--- config.mk ---
export PLATFORM = sky130hd
export DESIGN_NAME = booth_mult_sched
export DESIGN_NICKNAME = d
export VERILOG_FILES = /design/src/rtl/booth_pkg.sv /design/src/rtl/booth_step.sv /design/src/rtl/booth_mult_sched.sv
export SDC_FILE = /design/constraint.sdc
export NUM_CORES = 1
export LEC_CHECK = 0
export BUFFER_PORTS_ARGS = -buffer_cell sky130_fd_sc_hd__buf_2
export CAP_MARGIN = 0
export CORE_MARGIN = 5
export CORE_UTILIZATION = 50
export CTS_CLUSTER_SIZE = 30
export DETAILED_ROUTE_END_ITERATION = 8
export PLACE_DENSITY_LB_ADDON = 0.15
export RECOVER_POWER = 100
export SYNTH_ARGS = -nofsm -noshare
export SYNTH_HDL_FRONTEND = slang
export SYNTH_SLANG_ARGS = --single-unit
--- constraint.sdc ---
create_clock -name CLK -period 3.2 [get_ports CLK]
set_input_delay 0.32 -clock CLK [delete_from_list [all_inputs] [get_ports CLK]]
set_output_delay 0.32 -clock CLK [all_outputs]
set_load 0.05 [all_outputs]
--- src/rtl/booth_pkg.sv ---
// rtl/booth_pkg.sv - shared constants and FSM state type for the Booth multiplier scheduler
package booth_pkg;

    localparam int BOOTH_N       = 4;
    localparam int FRAME_LEN_DEF = 2 * BOOTH_N + 2;

    typedef enum logic [1:0] {
        IDLE = 2'd0,
        CALC = 2'd1,
        SEND = 2'd2
    } state_t;

endpackage

--- src/rtl/booth_step.sv ---
// rtl/booth_step.sv - one radix-2 Booth add/subtract followed by arithmetic right shift
module booth_step
    import booth_pkg::*;
#(
    parameter int N = BOOTH_N
) (
    input  logic signed [N:0]   acc,
    input  logic        [N-1:0] q,
    input  logic                q_minus,
    input  logic signed [N-1:0] mcand,
    output logic signed [N:0]   acc_nxt,
    output logic        [N-1:0] q_nxt,
    output logic                q_minus_nxt
);

    logic signed [N:0] mcand_ext;
    logic signed [N:0] sum;

    // Recode the {Q[0], q_minus} pair, then shift {sum, Q, q_minus} right by one keeping the sign
    always_comb begin
        mcand_ext = {mcand[N-1], mcand};
        sum       = acc;
        case ({q[0], q_minus})
            2'b10:   sum = acc - mcand_ext;
            2'b01:   sum = acc + mcand_ext;
            default: sum = acc;
        endcase
        acc_nxt     = {sum[N], sum[N:1]};
        q_nxt       = {sum[0], q[N-1:1]};
        q_minus_nxt = q[0];
    end

endmodule

--- src/rtl/booth_mult_sched.sv ---
// rtl/booth_mult_sched.sv - two-requester round-robin Booth multiplier with serial result frame
module booth_mult_sched
    import booth_pkg::*;
#(
    parameter int N         = BOOTH_N,
    parameter int FRAME_LEN = FRAME_LEN_DEF
) (
    input  logic                  CLK,
    input  logic                  RST_N,
    input  logic [1:0]            req,
    input  logic signed [N-1:0]   mplier0,
    input  logic signed [N-1:0]   mcand0,
    input  logic signed [N-1:0]   mplier1,
    input  logic signed [N-1:0]   mcand1,
    output logic [1:0]            gnt,
    output logic                  busy,
    output logic                  done,
    output logic                  done_id,
    output logic signed [2*N-1:0] product,
    output logic                  tx
);

    localparam int CNT_W = $clog2(N + 1);
    localparam int BIT_W = $clog2(FRAME_LEN);

    state_t              state;
    logic signed [N:0]   acc;
    logic [N-1:0]        q;
    logic                q_minus;
    logic signed [N-1:0] mcand_r;
    logic [CNT_W-1:0]    step_cnt;
    logic [BIT_W-1:0]    bit_cnt;
    logic [2*N-1:0]      tx_sr;
    logic                cur_id;
    logic                rr_ptr;

    logic                winner;
    logic signed [N:0]   acc_nxt;
    logic [N-1:0]        q_nxt;
    logic                q_minus_nxt;
    logic [2*N-1:0]      product_full;

    booth_step #(.N(N)) u_step (
        .acc         (acc),
        .q           (q),
        .q_minus     (q_minus),
        .mcand       (mcand_r),
        .acc_nxt     (acc_nxt),
        .q_nxt       (q_nxt),
        .q_minus_nxt (q_minus_nxt)
    );

    assign product_full = {acc_nxt[N-1:0], q_nxt};
    assign busy         = (state != IDLE);

    // Round-robin pick: the favoured requester wins if asking, otherwise the other one
    always_comb begin
        winner = req[rr_ptr] ? rr_ptr : ~rr_ptr;
    end

    // Scheduler FSM: grant and capture in IDLE, N Booth steps in CALC, serialize product in SEND.
    // The stop bit is driven during the first IDLE cycle so a pending request can be granted on
    // that same edge, keeping back-to-back jobs N + FRAME_LEN cycles apart.
    always_ff @(posedge CLK or negedge RST_N) begin
        if (!RST_N) begin
            state    <= IDLE;
            acc      <= '0;
            q        <= '0;
            q_minus  <= 1'b0;
            mcand_r  <= '0;
            step_cnt <= '0;
            bit_cnt  <= '0;
            tx_sr    <= '0;
            cur_id   <= 1'b0;
            rr_ptr   <= 1'b0;
            gnt      <= 2'b00;
            done     <= 1'b0;
            done_id  <= 1'b0;
            product  <= '0;
            tx       <= 1'b1;
        end else begin
            gnt  <= 2'b00;
            done <= 1'b0;
            case (state)
                IDLE: begin
                    tx <= 1'b1;
                    if (|req) begin
                        acc      <= '0;
                        q        <= winner ? mplier1 : mplier0;
                        mcand_r  <= winner ? mcand1 : mcand0;
                        q_minus  <= 1'b0;
                        step_cnt <= '0;
                        cur_id   <= winner;
                        rr_ptr   <= ~winner;
                        gnt      <= winner ? 2'b10 : 2'b01;
                        state    <= CALC;
                    end
                end
                CALC: begin
                    acc     <= acc_nxt;
                    q       <= q_nxt;
                    q_minus <= q_minus_nxt;
                    if (step_cnt == CNT_W'(N - 1)) begin
                        product <= product_full;
                        tx_sr   <= product_full;
                        done    <= 1'b1;
                        done_id <= cur_id;
                        tx      <= 1'b0;
                        bit_cnt <= '0;
                        state   <= SEND;
                    end else begin
                        step_cnt <= step_cnt + 1'b1;
                    end
                end
                SEND: begin
                    if (bit_cnt == BIT_W'(FRAME_LEN - 2)) begin
                        tx    <= 1'b1;
                        state <= IDLE;
                    end else begin
                        tx      <= tx_sr[0];
                        tx_sr   <= tx_sr >> 1;
                        bit_cnt <= bit_cnt + 1'b1;
                    end
                end
                default: begin
                    tx    <= 1'b1;
                    state <= IDLE;
                end
            endcase
        end
    end

endmodule

==> summary.md <==
| Metric | Value |
|---|---|
| Status | finished, violations left |
| Failing checks | capacitance limit, slew limit |
| Top area cells in the synthesized netlist | dfrtp_1 (49%), ha_1 (6.2%), nand2_1 (5.4%) |
| Number of I/O port buffers | 33 |
| Fin crit period | ~2600 ps |
| Most frequent cells in the layout | dfrtp_1 (44), nand2_1 (33), buf_2 (18) |
| Top Ports | 34 |
| Post-route insts no fill | 307 |
| Final worst slack | ~630 ps |
| CTS buffer count | 5 |
| Skew-Pair Late Insertion Delay | 290 ps |
| Reg-to-reg startpoint | q[0] |
| Synth warnings | 0 |
| Crit path required time | approximately 3400 ps |
| Die width | ~77 um |
| CTS clk-pin slew, worst paths | approximately 90 ps |
| Mapped Nets | ~250 |
| Post-CTS setup buffers | 0 |
| CTS tree | built |
| DRC | 0 |
| Post-DRT Antenna Nets | 0 |
| Max_slew headroom | -0.576 |
| Die Area | about 5900 um2 |
| Worst Hold Class | primary input to register |
| GR Util All Layers | 0.170 |
| Pre-Repair DR Iteration Count | 4 |
| Clk_skew | 6.60 ps |
| Sequential share of the synthesized area | 0.506 |
| First-pass GRT wire length | roughly 8 mm |
| Net count, final | 286 |
| Crit path kind | register to register |
| Post-synth ARST share | 1.00 |
| Post-DP HPWL | 3.30 mm |
| Largest net degree at the start of global routing | 46 |
| First DRT Iteration DRCs | 87 |
| Final setup violation count | 0 |
| Startpoint Class | register |
| Vias per cell | between 5 and 6 |
| # clock sinks | 45 |
| CTS Hold Bufs | 0 |
| WL/cell | ~15 um |
| N_diodes | 0 |
| Cells after synthesis | 221 |
| Share of the synthesized area in the top cell type | 0.495 |
| Vias in the first global route | between 1500 and 2000 |
| Critical Path Sink | acc[3] |
| GPL Wtd Cong | just under 0.8 |
| Crit share post-route | 0.802 |
| Mapped Area | between 2000 and 2500 um2 |
| Commonest non-fill, non-tap cell in the layout | dfrtp_1 |
| Syn Area/Cell | a little over 10 um2 |
| Max Clk Rate | roughly 390 MHz |
| Final WL | 4.53 mm |
| Worst slew pin tran | 2360 ps |
| Static Leakage | between 1 and 1.5 nW |
| Clock Path Buffers | 2 |
| Area Growth Syn to Fin | 11.6% |
| Initial antenna violation count | 0 |
| Unrepaired setup endpoints after global routing | false |
| Pins Over Slew Limit | 46 |
| Max Fanout on Critical Path | 5 |
| Post-synth EDFFs | 0 |
| Reg-to-reg setup timing slack | 630 ps |
| Total gr overflow | 0 |
| Crit path from | q[0] |
| Placed instance count | approximately 300 |
| Initial Util | 0.515 |
| Via total after detailed routing | roughly 1600 |
| Max VDD drop | between 0.5 and 0.6 mV |
| Pwr Density | between 1000 and 1500 nW/um2 |
| Top_reg_cell synth | dfrtp_1 |
| Area leader, netlist | dfrtp_1 |
| CP Capture Type | register |
| Die Span Y | around 77 um |
| Max Cap Viol | 1 |
| H-tree depth | 2 |
| Layout cells sized above 1 | 0.125 |
| Row Count | 24 |
| CTS resizes | 0 |
| Cells on worst reg2reg path | 9 |
| Root Buffer Master | clkbuf_8 |
| Library cells used by synthesis | 44 |
| #FFs+latches synth | 45 |
| Fin Setup TNS | 0 ps |
| Core area | between 4000 and 5000 um2 |
| Final Hold Fails | 0 |
| Pre-CTS setup slack | slightly above 700 ps |
| R2R Path End | acc[3] |
| WP data arrival | approximately 2800 ps |
worst min-delay path by stage:
stage / start / to / slack [ps] / cells past startpoint
after floorplan: RST_N / acc[0] / 20 / 0
after global placement: product[1] / product[1] / 450 / 2
after detailed placement: done_id / done_id / 460 / 2
after CTS: RST_N / product[2] / 220 / 1
after global routing: mplier1[1] / q[1] / 240 / 3
final: mplier1[1] / q[1] / 250 / 3
cells by family after synthesis:
kind of cell	share of synthesized area
simple gates	0.160
compound gates	0.152
flops	0.506
buf+inv	0.0410
fa+ha+maj	0.0708
mux	0.0461
xor+xnor	0.0236
registers in the layout (all words and copies together) (netlist names), 2 cells and up:
| signal | count |
|---|---|
| gnt | 2 |
| acc | 4 |
| state | 2 |
| product | 8 |
| q | 4 |
| tx_sr | 8 |
| step_cnt | 3 |
| bit_cnt | 4 |
| mcand_r | 4 |
worst max-delay path, cell delays in order, from the launching register on:
cell and delay [ps]:
dfrtp_1 380, inv_1 70, ha_1 230, mux2_1 390, fa_1 440, a21o_1 180, a21oi_1 190, xnor2_1 140
or4_1 400, nand3_1 90
where the power goes:
part	internal [mW]	total [mW]	switching, mW	leakage [nW]
registers	0.817	1.00	0.184	0.561
logic	0.531	1.43	0.896	0.613
clock network	0.176	0.369	0.194	0.0445
per-layer routing:
layer	up-vias	track usage	routed length, um
met1	757	0.227	2080
met2	51	0.273	2130
met4	0	0.0420	48
li1	827	-	-
met3	4	0.0468	273
met5	-	0	0
cell type report:
class                   instances  area [um2]
repair buffers                 35         158
well taps                      52        65.1
clock inverters                 1        7.51
clock buffers                   7        86.3
fillers                       406        1840
multi-input cells             154         992
flip-flops and latches         45        1130
inverters                      13        48.8
synth_stat cells, drive strengths merged (4+ instances only):
master and instances:
a21o 4, a21oi 9, a22oi 6, buf 5
clkbuf 4, dfrtp 44, ha 11, inv 13
mux2i 8, nand2 34, nand3 8, nor2 17
o21ai 15
through the flow:
step                      hold slack (ps)  area [um2]  utilization  total power [mW]
after global routing                  243        2480        0.575              3.07
after global placement                454        2430        0.562              2.47
after CTS                             223        2520        0.583              2.88
after floorplan                      24.4        2230            -              2.17
final                                 251        2480        0.575              2.80
after detailed placement              458        2430        0.562              2.50
Note: power is estimated with default switching activity, not from simulation.
